===== src/rtl/tms9919_pkg.sv =====
// Shared definitions for the TMS9919 command writer.
// Contents: request kind codes, register-select codes ({chan, att_flag}),
// latch-byte constants, writer FSM state type, latch-byte helper.
package tms9919_pkg;

  localparam logic KIND_PERIOD = 1'b0;
  localparam logic KIND_ATT    = 1'b1;

  // Register-select codes, formed as {chan[1:0], att_flag}
  localparam logic [2:0] SEL_TONE0 = 3'd0;
  localparam logic [2:0] SEL_ATT0  = 3'd1;
  localparam logic [2:0] SEL_TONE1 = 3'd2;
  localparam logic [2:0] SEL_ATT1  = 3'd3;
  localparam logic [2:0] SEL_TONE2 = 3'd4;
  localparam logic [2:0] SEL_ATT2  = 3'd5;
  localparam logic [2:0] SEL_NOISE = 3'd6;
  localparam logic [2:0] SEL_ATT3  = 3'd7;

  localparam logic       LATCH_MSB   = 1'b1;
  localparam logic [3:0] NOISE_LATCH = {LATCH_MSB, SEL_NOISE};

  typedef enum logic [1:0] {
    ST_IDLE  = 2'd0,
    ST_EMIT1 = 2'd1,
    ST_EMIT2 = 2'd2
  } state_t;

  function automatic logic [7:0] latch_byte(input logic [2:0] sel, input logic [3:0] data);
    return {LATCH_MSB, sel, data};
  endfunction

endpackage


===== src/rtl/tms9919_gap_timer.sv =====
// Minimum-gap timer between write strobes.
// Ports: clk, reset (async, active-high), i_load (reload with GAP-1),
//        o_zero (timer has expired; a strobe may be issued).
module tms9919_gap_timer #(
  parameter int GAP = 32
) (
  input  logic clk,
  input  logic reset,
  input  logic i_load,
  output logic o_zero
);

  localparam logic [7:0] LOAD_VAL = 8'(GAP - 1);

  logic [7:0] r_cnt;

  // Down-counter that parks at zero until the next strobe reloads it.
  always_ff @(posedge clk or posedge reset) begin
    if (reset)                r_cnt <= 8'd0;
    else if (i_load)          r_cnt <= LOAD_VAL;
    else if (r_cnt != 8'd0)   r_cnt <= r_cnt - 8'd1;
  end

  assign o_zero = (r_cnt == 8'd0);

endmodule


===== src/rtl/tms9919_writer.sv =====
// Serialises tone-period / noise / attenuation updates into TMS9919 byte
// writes, pacing we strobes by GAP clocks and suppressing redundant bytes
// using a shadow copy of every sound register.
// Ports: clk, reset (async, active-high); req_valid/req_ready handshake with
//        req_chan, req_kind, req_value; we/data_out to the sound block;
//        skip_count counts fully suppressed requests (wraps).
//
// state    | meaning
// ST_IDLE  | ready for a request; skipped requests complete here
// ST_EMIT1 | waiting for gap expiry, then strobes the latch byte
// ST_EMIT2 | waiting for gap expiry, then strobes the period high byte
module tms9919_writer
  import tms9919_pkg::*;
#(
  parameter int GAP            = 32,
  parameter bit SKIP_REDUNDANT = 1'b1
) (
  input  logic       clk,
  input  logic       reset,
  input  logic       req_valid,
  output logic       req_ready,
  input  logic [1:0] req_chan,
  input  logic       req_kind,
  input  logic [9:0] req_value,
  output logic       we,
  output logic [7:0] data_out,
  output logic [7:0] skip_count
);

  state_t     r_state, w_state_nxt;
  logic       w_zero, w_accept, w_skip_inc, w_strobe, w_sel2, w_last;
  logic       w_full_hit, w_hi_hit, w_is_tone, w_skip, w_two;
  logic [7:0] w_byte1;

  logic [1:0] r_chan;
  logic       r_kind;
  logic [9:0] r_value;
  logic       r_two;
  logic       r_we;
  logic [7:0] r_data, r_skip_cnt;

  logic [9:0] r_per [3];
  logic [2:0] r_per_vld;
  logic [3:0] r_att [4];
  logic [3:0] r_att_vld;
  logic [2:0] r_noise;
  logic       r_noise_vld;

  tms9919_gap_timer #(.GAP(GAP)) u_gap (
    .clk    (clk),
    .reset  (reset),
    .i_load (w_strobe),
    .o_zero (w_zero)
  );

  // Shadow lookup against the incoming request (only the bits the chip uses).
  always_comb begin
    w_full_hit = 1'b0;
    w_hi_hit   = 1'b0;
    case ({req_chan, req_kind})
      SEL_TONE0, SEL_TONE1, SEL_TONE2: begin
        for (int i = 0; i < 3; i++) begin
          if (req_chan == 2'(i)) begin
            w_full_hit = r_per_vld[i] && (r_per[i] == req_value);
            w_hi_hit   = r_per_vld[i] && (r_per[i][9:4] == req_value[9:4]);
          end
        end
      end
      SEL_NOISE:
        w_full_hit = r_noise_vld && (r_noise == req_value[2:0]);
      SEL_ATT0, SEL_ATT1, SEL_ATT2, SEL_ATT3:
        w_full_hit = r_att_vld[req_chan] && (r_att[req_chan] == req_value[3:0]);
      default: ;
    endcase
  end

  assign w_is_tone = (req_kind == KIND_PERIOD) && (req_chan != 2'd3);
  assign w_skip    = SKIP_REDUNDANT && w_full_hit;
  // A matching high field means the chip already holds it; latch byte alone suffices.
  assign w_two     = w_is_tone && !(SKIP_REDUNDANT && w_hi_hit);

  assign w_byte1 = ((r_chan == 2'd3) && (r_kind == KIND_PERIOD))
                   ? {NOISE_LATCH, r_value[3:0]}
                   : latch_byte({r_chan, r_kind}, r_value[3:0]);

  always_ff @(posedge clk or posedge reset) begin
    if (reset) r_state <= ST_IDLE;
    else       r_state <= w_state_nxt;
  end

  always_comb begin
    w_state_nxt = r_state;
    w_accept    = 1'b0;
    w_skip_inc  = 1'b0;
    w_strobe    = 1'b0;
    w_sel2      = 1'b0;
    w_last      = 1'b0;
    req_ready   = (r_state == ST_IDLE);
    case (r_state)
      ST_IDLE: begin
        if (req_valid) begin
          if (w_skip) begin
            w_skip_inc = 1'b1;
          end else begin
            w_accept    = 1'b1;
            w_state_nxt = ST_EMIT1;
          end
        end
      end
      ST_EMIT1: begin
        if (w_zero) begin
          w_strobe = 1'b1;
          if (r_two) begin
            w_state_nxt = ST_EMIT2;
          end else begin
            w_last      = 1'b1;
            w_state_nxt = ST_IDLE;
          end
        end
      end
      ST_EMIT2: begin
        if (w_zero) begin
          w_strobe    = 1'b1;
          w_sel2      = 1'b1;
          w_last      = 1'b1;
          w_state_nxt = ST_IDLE;
        end
      end
      default: w_state_nxt = ST_IDLE;
    endcase
  end

  always_ff @(posedge clk or posedge reset) begin
    if (reset) begin
      r_we        <= 1'b0;
      r_data      <= 8'h00;
      r_skip_cnt  <= 8'h00;
      r_chan      <= 2'd0;
      r_kind      <= 1'b0;
      r_value     <= 10'd0;
      r_two       <= 1'b0;
      r_per_vld   <= 3'b000;
      r_att_vld   <= 4'b0000;
      r_noise     <= 3'd0;
      r_noise_vld <= 1'b0;
      for (int i = 0; i < 3; i++) r_per[i] <= 10'd0;
      for (int i = 0; i < 4; i++) r_att[i] <= 4'd0;
    end else begin
      r_we <= w_strobe;
      if (w_strobe) r_data <= w_sel2 ? {2'b00, r_value[9:4]} : w_byte1;
      if (w_accept) begin
        r_chan  <= req_chan;
        r_kind  <= req_kind;
        r_value <= req_value;
        r_two   <= w_two;
      end
      if (w_skip_inc) r_skip_cnt <= r_skip_cnt + 8'd1;
      // Shadow follows the chip: commit once the final byte is on the bus.
      if (w_last) begin
        if (r_kind == KIND_ATT) begin
          r_att[r_chan]     <= r_value[3:0];
          r_att_vld[r_chan] <= 1'b1;
        end else if (r_chan == 2'd3) begin
          r_noise     <= r_value[2:0];
          r_noise_vld <= 1'b1;
        end else begin
          for (int i = 0; i < 3; i++) begin
            if (r_chan == 2'(i)) begin
              r_per[i]     <= r_value;
              r_per_vld[i] <= 1'b1;
            end
          end
        end
      end
    end
  end

  assign we         = r_we;
  assign data_out   = r_data;
  assign skip_count = r_skip_cnt;

endmodule


===== config.mk =====
export PLATFORM = sky130hd
export DESIGN_NAME = tms9919_writer
export DESIGN_NICKNAME = d
export VERILOG_FILES = /design/src/rtl/tms9919_pkg.sv /design/src/rtl/tms9919_gap_timer.sv /design/src/rtl/tms9919_writer.sv
export SDC_FILE = /design/constraint.sdc
export NUM_CORES = 1
export LEC_CHECK = 0
export CAP_MARGIN = 20
export CORE_UTILIZATION = 55
export DETAILED_ROUTE_END_ITERATION = 10
export GPL_ROUTABILITY_DRIVEN = 0
export PLACE_DENSITY = 0.75
export RECOVER_POWER = 50
export SETUP_SLACK_MARGIN = 0.05
export SKIP_LAST_GASP = 1
export SLEW_MARGIN = 20
export SYNTH_ARGS = -nofsm -noshare
export SYNTH_HDL_FRONTEND = slang
export SYNTH_HIERARCHICAL = 1
export SYNTH_SLANG_ARGS = --single-unit

===== constraint.sdc =====
create_clock -name clk -period 4.1 [get_ports clk]
set_input_delay 0.82 -clock clk [delete_from_list [all_inputs] [get_ports clk]]
set_output_delay 0.82 -clock clk [all_outputs]
set_load 0.02 [all_outputs]

# [Yosys cells after proc, flatten, opt, wreduce, memory -nomap -nowiden]
# Index checks and enable logic that the tools add are counted.
[totals] ff_bits=98 latch_bits=0 ram_bits=0 romBits=0 in_bits=16 out_inout_bits=18 elab_cells=133 n_memories=0
[classes] n_addsub=2 n_mul=0 div=0 magnitude_cmp=6 n_eq_ne=27 shifts=0 n_mux=40 bitwise=6 n_reduce_logical=30
[op_table] cell="10-bit equality test" count=3
[op_table] cell="8-bit two-way mux" count=3
[op_table] cell="1-bit two-way mux" count=20
[op_table] cell="6-bit equality test" count=3
[op_table] cell="16-bit bitwise mux" count=1
[op_table] cell="4-bit AND reduction" count=4
[op_table] cell="1-bit logical AND" count=13
[op_table] cell="3-bit equality test (second input constant)" count=4
[op_table] cell="4-bit two-way mux" count=3
[op_table] cell="2-bit two-way mux" count=5
[op_table] cell="8-bit by 1-bit adder with 8-bit output (second input constant)" count=1
[op_table] cell="4-bit binary-select mux with 2-bit select" count=1
[op_table] cell="4-bit demux with 2-bit select" count=1
[op_table] cell="2-bit equality test (second input constant)" count=4
[op_table] cell="8-bit logical NOT" count=1
[op_table] cell="8-bit nonzero test" count=1
[op_table] cell="8-bit by 1-bit subtractor with 8-bit output (second input constant)" count=1
[op_table] cell="7-bit two-way mux" count=1
[op_table] cell="2-bit by 1-bit equality test with 1-bit output (second input constant)" count=3
[op_table] cell="3-bit by 2-bit equality test with 1-bit output (second input constant)" count=2
[op_table] cell="3-bit >= comparator (second input constant)" count=2
[op_table] cell="2-bit logical NOT" count=3
[op_table] cell="2-bit by 3-bit less-than comparator with 1-bit output (second input constant)" count=2
[op_table] cell="2-bit != test (second input constant)" count=3
[op_table] cell="22 further kinds" count=26

# [Logic depth before layout (Yosys ltp)]
# Gate-level depths: netlist (run 1).
[logic_depth] depth_word=10 ltp_mapped=11 mapped_depth_nobuf=10

# [Cells and area by module]
# Netlist (run 1), hierarchy kept.
[modules_own_cells] module="tms9919_writer" instances=1 cells_each=329 area_each_um2=4340.4 seq_area_each_um2=2252.2
[modules_own_cells] module="tms9919_gap_timer" instances=1 cells_each=47 area_each_um2=450.4 seq_area_each_um2=200.2

# [Least setup slack after synthesis (run 1)]
# OpenSTA, ideal clock, no wires.
[synth_path] path_type="register to register" start="register u_gap.r_cnt[0]" end="register r_per[20] (netlist name)" setup_ps=125 arrival_time_ps=2894 required_time_ps=3975 setup_slack_ps=1081 path_stages_with_launch=12 n_path_buf=2 synth_period_minus_slack_ps=3019 path_cell_list="dfrtp_1 -> inv_1 -> ha_1 -> or4b_4 -> nor2_1 -> and2_1 -> clkbuf_1 -> o21ai_0 -> nand2b_1 -> or3_1 -> clkbuf_1 -> mux2_2"
[synth_via] elab_chain_len=4 word_cells_on_any_way=5 cone_classes="3 x mux; 2 x reduce/logical"
[synth_rtl] element="from (decl)" line="tms9919_gap_timer.sv:15" rtl="logic [7:0] r_cnt;"
[synth_rtl] element="from (signal assigned)" line="tms9919_gap_timer.sv:21" rtl="else if (r_cnt != 8'd0) r_cnt <= r_cnt - 8'd1;"
[synth_rtl] element="8-bit logical NOT (*)" line="tms9919_gap_timer.sv:24" rtl="assign o_zero = (r_cnt == 8'd0);"
[synth_rtl] element="via w_zero" line="tms9919_writer.sv:31" rtl="logic w_zero, w_accept, w_skip_inc, w_strobe, w_sel2, w_last;"
[synth_rtl] element="1-bit two-way mux (on tied branches)" line="tms9919_writer.sv:122, tms9919_writer.sv:111"
[synth_rtl] element="1-bit case mux with 2 select lines (*)" line="tms9919_writer.sv:99" rtl="case (r_state)"
[synth_rtl] element="4-bit AND reduction (no line) (*)"
[synth_rtl] element="to (signal, indexed assignment)" line="tms9919_writer.sv:169" rtl="r_per[i] <= r_value;"
[synth_rtl] element="to (decl)" line="tms9919_writer.sv:42" rtl="logic [9:0] r_per [3];"
# Mark *: on every way through the listed nets, which the timed path passes. The rest lies on a longest branch.
# A chain may end at the register's enable or synchronous reset.

# [Worst setup path after layout (run 1)]
[layout_path] start="input port req_chan[1]" end="register r_value[4]"
[layout_via] elab_chain_len=10 word_cells_on_any_way=28 cone_classes="10 x eq/ne; 12 x mux; 1 x bitwise; 5 x reduce/logical"
[layout_rtl] element="from (decl)" line="tms9919_writer.sv:22" rtl="input logic [1:0] req_chan,"
[layout_rtl] element="2-bit NOT with 3-bit output (not written as such)" line="tms9919_writer.sv:72" rtl="w_full_hit = r_att_vld[req_chan] && (r_att[req_chan] == req_value[3:0]);"
[layout_rtl] element="4-bit binary-select mux with 2-bit select" line="tms9919_writer.sv:72"
[layout_rtl] element="4-bit two-way mux (not written as such) (2 in a row)" line="tms9919_writer.sv:72"
[layout_rtl] element="4-bit equality test" line="tms9919_writer.sv:72"
[layout_rtl] element="1-bit logical AND" line="tms9919_writer.sv:72"
[layout_rtl] element="1-bit case mux with 3 select lines (*)" line="tms9919_writer.sv:60" rtl="case ({req_chan, req_kind})"
[layout_rtl] element="1-bit two-way mux (*)" line="tms9919_writer.sv:102" rtl="if (w_skip) begin"
[layout_rtl] element="1-bit two-way mux (*)" line="tms9919_writer.sv:101" rtl="if (req_valid) begin"
[layout_rtl] element="1-bit two-way mux (*)" line="tms9919_writer.sv:99"
[layout_rtl] element="to (signal assigned)" line="tms9919_writer.sv:154" rtl="r_value <= req_value;"
[layout_rtl] element="to (decl)" line="tms9919_writer.sv:37" rtl="logic [9:0] r_value;"
# Mark *: on every way between the ends. The rest lies on a longest branch, timed or not. The select of a mux whose other input is x is not followed.

==> summary.txt, run 1 <==
CTS buffer count: 9
Register area share after synthesis: 0.512
Synth Area per Inst: 12.7 um2
Pwr/cell area: 571 nW/um2
Final instance area: 5470 um2
Fin crit period: 3.21 ns
Syn. warnings: 6
Syn_nets: 397
Number of buffers added on ports: 33
Asr flop ratio synth: 1.00
Placed Instance Area: 5210 um2
Setup violations, final: 0
DR pass1 iterations: 4
Initial antenna violation count: 0
Routed WL: 9710 um
# diodes: 0
Leak: 2.56 nW
Worst slew margin: -0.412
Met3 usage: 0.0391
Largest net degree at the start of global routing: 48
Mapped Cells: 376
Max-Cap Viols: 1
Layout cells sized above 1: 0.242
Clk Latency, worst-skew pair: 0.37 ns
Hold crit path type: register to register
Status: complete, but fails checks
CP arrival: 3.46 ns
Row Count: 33
Final Cycle Share: 0.783
CTS max path bufs: 2
Post-synthesis cell type count: 52
CP Class: input port to register
Pwr Total: 0.00312 W
Crit-path max FO: 14
Most frequent cells in the layout: dfrtp_1, mux2_2, xnor2_1
CTS tree: done
WP data required: 4.34 ns
Sinks on Clock Net: 98
Post-CTS sizing: 0
Yosys reg bits: 98
CTS Root Cell: clkbuf_8
Slew Limit Fails: 48
Failing checks: max-capacitance violations, max-slew violations
WL/cell: 18.7 um
Post-synth EDFFs: 0
Crit. End Element: register
Vias in the first global route: 3,110
Max Clock Skew: 0.0147 ns
Maximum clock frequency: 0.311 GHz
GRT Residual Overflow: 0
Worst Setup Start Kind: input port
First-pass GRT wire length: 15,800 um
Leading cell type in the layout, fill and taps excluded: dfrtp_1
DRC: 0
Die area: 9090 um2
Post-CTS setup buffer count: 0
Core Area: 8340 um2
Met1 Track Usage GR: 0.322
Nets: 430
Top FF cell, synth: dfrtp_1
CTS Hold Bufs: 0
Via count: 3,050
Met2 GRT Util: 0.380
Final Util: 0.655
Iteration-0 DRC Markers: 134
H-tree depth: 3
P&R area growth vs syn: 14.1%
Die Height: 95.3 um
Initial Util: 0.574
Clock slew at reported path FFs: 0.09 ns
Worst hold margin: 0.476 ns
Setup tns final: 0 ns
Die X: 95.3 um
Syn Std Cell Area: 4790 um2
GRT Util Overall: 0.235
Max IR drop VDD: 219 uV
Most Crowded Layer GR: met2
Final Hold Vio Count: 0
Antenna-violating nets left: 0
DR vias/cell: 5.88
RSZ-0062 raised after global routing: false
# IOs: 34
DPL Wire Length: 6710 um
Worst-Margin Slew: 2.11 ns
worst paths after layout:
path / to / slack, ns / from / cells after the start
max in group asynchronous: data_out[0] / 0.93 / reset / 3
worst max register to register: r_per[22] / 0.93 / u_gap/r_cnt[0] / 9
worst min-delay path: skip_count[7] / 0.48 / skip_count[7] / 1
worst max-delay path: r_value[4] / 0.89 / req_chan[1] / 9
worst min register to register: skip_count[7] / 0.48 / skip_count[7] / 1
min in group asynchronous: u_gap/r_cnt[0] / 0.87 / reset / 2
through the flow:
stage	instances	setup WS, ns
final	519	0.888
after global routing	519	0.423
after CTS	519	0.887
after detailed placement	503	0.510
after global placement	503	0.576
after floorplan	376	0.945
cells in the mapped netlist, types with 6 or more instances:
master | number | share of area
mux2_2 | 56 | 0.13
nor4_1 | 7 | 0.0091
xnor2_1 | 26 | 0.048
o2111ai_1 | 6 | 0.011
xor2_1 | 18 | 0.033
clkbuf_1 | 8 | 0.0063
dfrtp_1 | 98 | 0.51
nand2b_1 | 6 | 0.0078
a21oi_1 | 14 | 0.015
o21ai_0 | 6 | 0.0063
mux2_4 | 10 | 0.031
nand2_1 | 6 | 0.0047
nor2_1 | 15 | 0.012
nand3_1 | 8 | 0.0084
inv_1 | 11 | 0.0086
mux2i_1 | 8 | 0.017
cells by family after synthesis:
kind of cell               Yosys count  share of synthesized area
DFF                                 98                      0.512
xor gates and xnor gates            44                     0.0804
adders and majority gates            5                     0.0131
buffers and inverters               30                     0.0311
and+or+nand+nor                     76                     0.0919
muxes                               79                      0.207
AOI/OAI and AO/OA                   44                     0.0645
power by group:
group / internal (W) / total [W] / switching, W
clock: 0.000467 / 0.000805 / 0.000338
sequential: 0.00119 / 0.00146 / 0.000272
combinational: 0.000450 / 0.000852 / 0.000402
total: 0.00211 / 0.00312 / 0.00101
flip-flops by register name, summed over array words and instances, names as in the netlist, 2 cells and up:
register and cells:
r_chan 2, r_att 16, r_att_vld 4, r_value 10, r_per 30, data_out 8, r_per_vld 3, skip_count 8
r_state 2, u_gap/r_cnt 8, r_noise 3
layout make-up:
type | instances | area, um2
Timing Repair Buffer | 41 | 384
Fill cell | 633 | 2880
Inverter | 11 | 42.5
Sequential cell | 98 | 2450
Tap cell | 105 | 131
Multi-Input combinational cell | 248 | 2190
Clock inverter | 7 | 141
Clock buffer | 9 | 124
critical path: stages:
cell and delay, ns:
clkdlybuf4s50_1 0.50, buf_4 0.19, mux4_1 0.57, xor2_1 0.16, nor4_2 0.24, a211oi_1 0.17, a31oi_4 0.15, buf_4 0.27
mux2_2 0.37
metal layers:
layer,vias to the layer above,wire length [um]
li1,1412,-
met4,0,124
met3,11,299
met2,55,4800
met5,-,0
met1,1572,4480
Power figures use the tool's default switching activity.
==> inputs of run 2 (changes only) <==
==> constraint.sdc (replaced) <==
create_clock -name clk -period 3.1 [get_ports clk]
set_input_delay 0.62 -clock clk [delete_from_list [all_inputs] [get_ports clk]]
set_output_delay 0.62 -clock clk [all_outputs]
set_load 0.02 [all_outputs]
==> summary.txt, run 2 (synthesis results as in run 1) <==
Largest net degree at the start of global routing: 46
Crit path max-delay family: multiplexers
Max-Cap Viols: 0
Die Height: 95.3 um
# IOs: 34
Comb pwr share: 0.297
Most Crowded Layer GR: met2
Die area: 9090 um2
Maximum clock frequency: 0.350 GHz
Fillers: 646
Most frequent cells in the layout: dfrtp_1, mux2_2, xnor2_1
Sw Share: 0.341
Vias in the first global route: 3,047
Sinks on Clock Net: 98
Number of buffers added on ports: 33
P&R area growth vs syn: 15.1%
Leak: 2.61 nW
Net Sw Power: 0.00133 W
Final Cycle Share: 0.922
Clock slew at reported path FFs: 0.09 ns
CP Class: input port to register
GRT Util Overall: 0.229
CTS buffer count: 9
GRT Residual Overflow: 0
Final Util: 0.661
Layout cells sized above 1: 0.268
Met2 GRT Util: 0.365
Setup violations, final: 0
WL/cell: 17.8 um
Via count: 3,109
Worst-Margin Slew: 1.08 ns
WP data required: 3.34 ns
Initial Util: 0.574
H-tree depth: 3
Max Clock Skew: 0.0126 ns
CTS max path bufs: 2
# diodes: 0
Fin crit period: 2.86 ns
Number of flip-flops in the largest register: 30
CTS Hold Bufs: 0
Setup WS pre-CTS: -0.123 ns
Initial antenna violation count: 0
Status: completed
Max IR drop VDD: 330 uV
Core Area: 8340 um2
DR pass1 iterations: 4
Crit. End Element: register
Die X: 95.3 um
CTS tree: done
Slew Limit Fails: 0
Fin worst setup slack: 0.243 ns
Routed WL: 9450 um
Worst hold margin: 0.461 ns
Worst-path cell chain: clkdlybuf4s50_1 > buf_4 > mux4_1 > xor2_1 > nor4_2 > a211oi_1 > a31oi_4 > buf_12 > mux2_2
Seq pwr share: 0.496
DR vias/cell: 5.85
Buf/Inv on CP: 3
RSZ-0062 raised after global routing: false
Hold crit path type: register to register
Worst slew margin: 0.278
Antenna-violating nets left: 0
Crit-path max FO: 14
Leading cell type in the layout, fill and taps excluded: dfrtp_1
CP arrival: 3.10 ns
Iteration-0 DRC Markers: 150
Multi-input gate area: 2190 um2
Row Count: 33
DRC: 0
Biggest register: r_per
Met3 usage: 0.0407
Clk Latency, worst-skew pair: 0.36 ns
Clk pwr share: 0.208
Met1 Track Usage GR: 0.311
Internal Power: 0.00256 W
Slowest cell on the critical path: mux4_1
Delay of the slowest critical-path stage: 0.55 ns
Worst Setup Start Kind: input port
Post-CTS setup buffer count: 0
CTS Root Cell: clkbuf_8
Reg area: 2450 um2
DPL Wire Length: 6640 um
First-pass GRT wire length: 15,500 um
Largest regs: r_per: 30 flops, r_att: 16 flops, r_value: 10 flops
Nets: 442
Final Hold Vio Count: 0
Pwr/cell area: 706 nW/um2
Setup tns final: 0 ns
Post-CTS sizing: 0
run 2: cell types whose count changed in the layout (fill, tap and decap cells not counted), moves of 2 or more:
cell,delta
clkinv_2,+2
buf_4,+10
buf_12,+2
bufinv_16,-3
run 2: metrics by stage:
stage	area, um2	total power, W	cells
after global routing	5510	0.00413	531
after floorplan	4790	0.00268	376
final	5510	0.00389	531
after detailed placement	5320	0.00312	515
after global placement	5320	0.00307	515
after CTS	5510	0.00394	531
run 2: worst paths after layout:
kind	start	endpoint	slack (ns)	depth (start not counted)
setup / recovery	req_chan[1]	r_value[4]	0.24	9
hold / removal	r_att_vld[1]	r_att_vld[1]	0.46	1
setup reg to reg	u_gap/r_cnt[0]	r_per[11]	0.26	10
hold reg to reg	r_att_vld[1]	r_att_vld[1]	0.46	1
max in group asynchronous	reset	r_per_vld[0]	1.30	3
min in group asynchronous	reset	u_gap/r_cnt[0]	0.68	2
run 2: cell type report:
class	instances	share of cell area
Sequential cell	98	0.445
Multi-Input combinational cell	248	0.398
Timing Repair Buffer	53	0.0908
Tap cell	105	0.0238
Clock buffer	9	0.0225
Clock inverter	7	0.0125
Inverter	11	0.00771
run 2: power by group through the flow:
stage | clock, W | combinational [W] | sequential [W]
6_report | 0.000808 | 0.00115 | 0.00193
3_3_place_gp | 0 | 0.00112 | 0.00194
4_1_cts | 0.000832 | 0.00118 | 0.00193
3_5_place_dp | 0 | 0.00117 | 0.00195
2_1_floorplan | 0 | 0.000806 | 0.00187
5_1_grt | 0.000887 | 0.00126 | 0.00198
run 2: routing by layer:
layer	vias to the layer above	part of all wire	routed length [um]
met5	-	0	0
met4	0	0.022	204
met3	19	0.051	484
met2	78	0.48	4540
met1	1575	0.45	4230
li1	1437	-	-
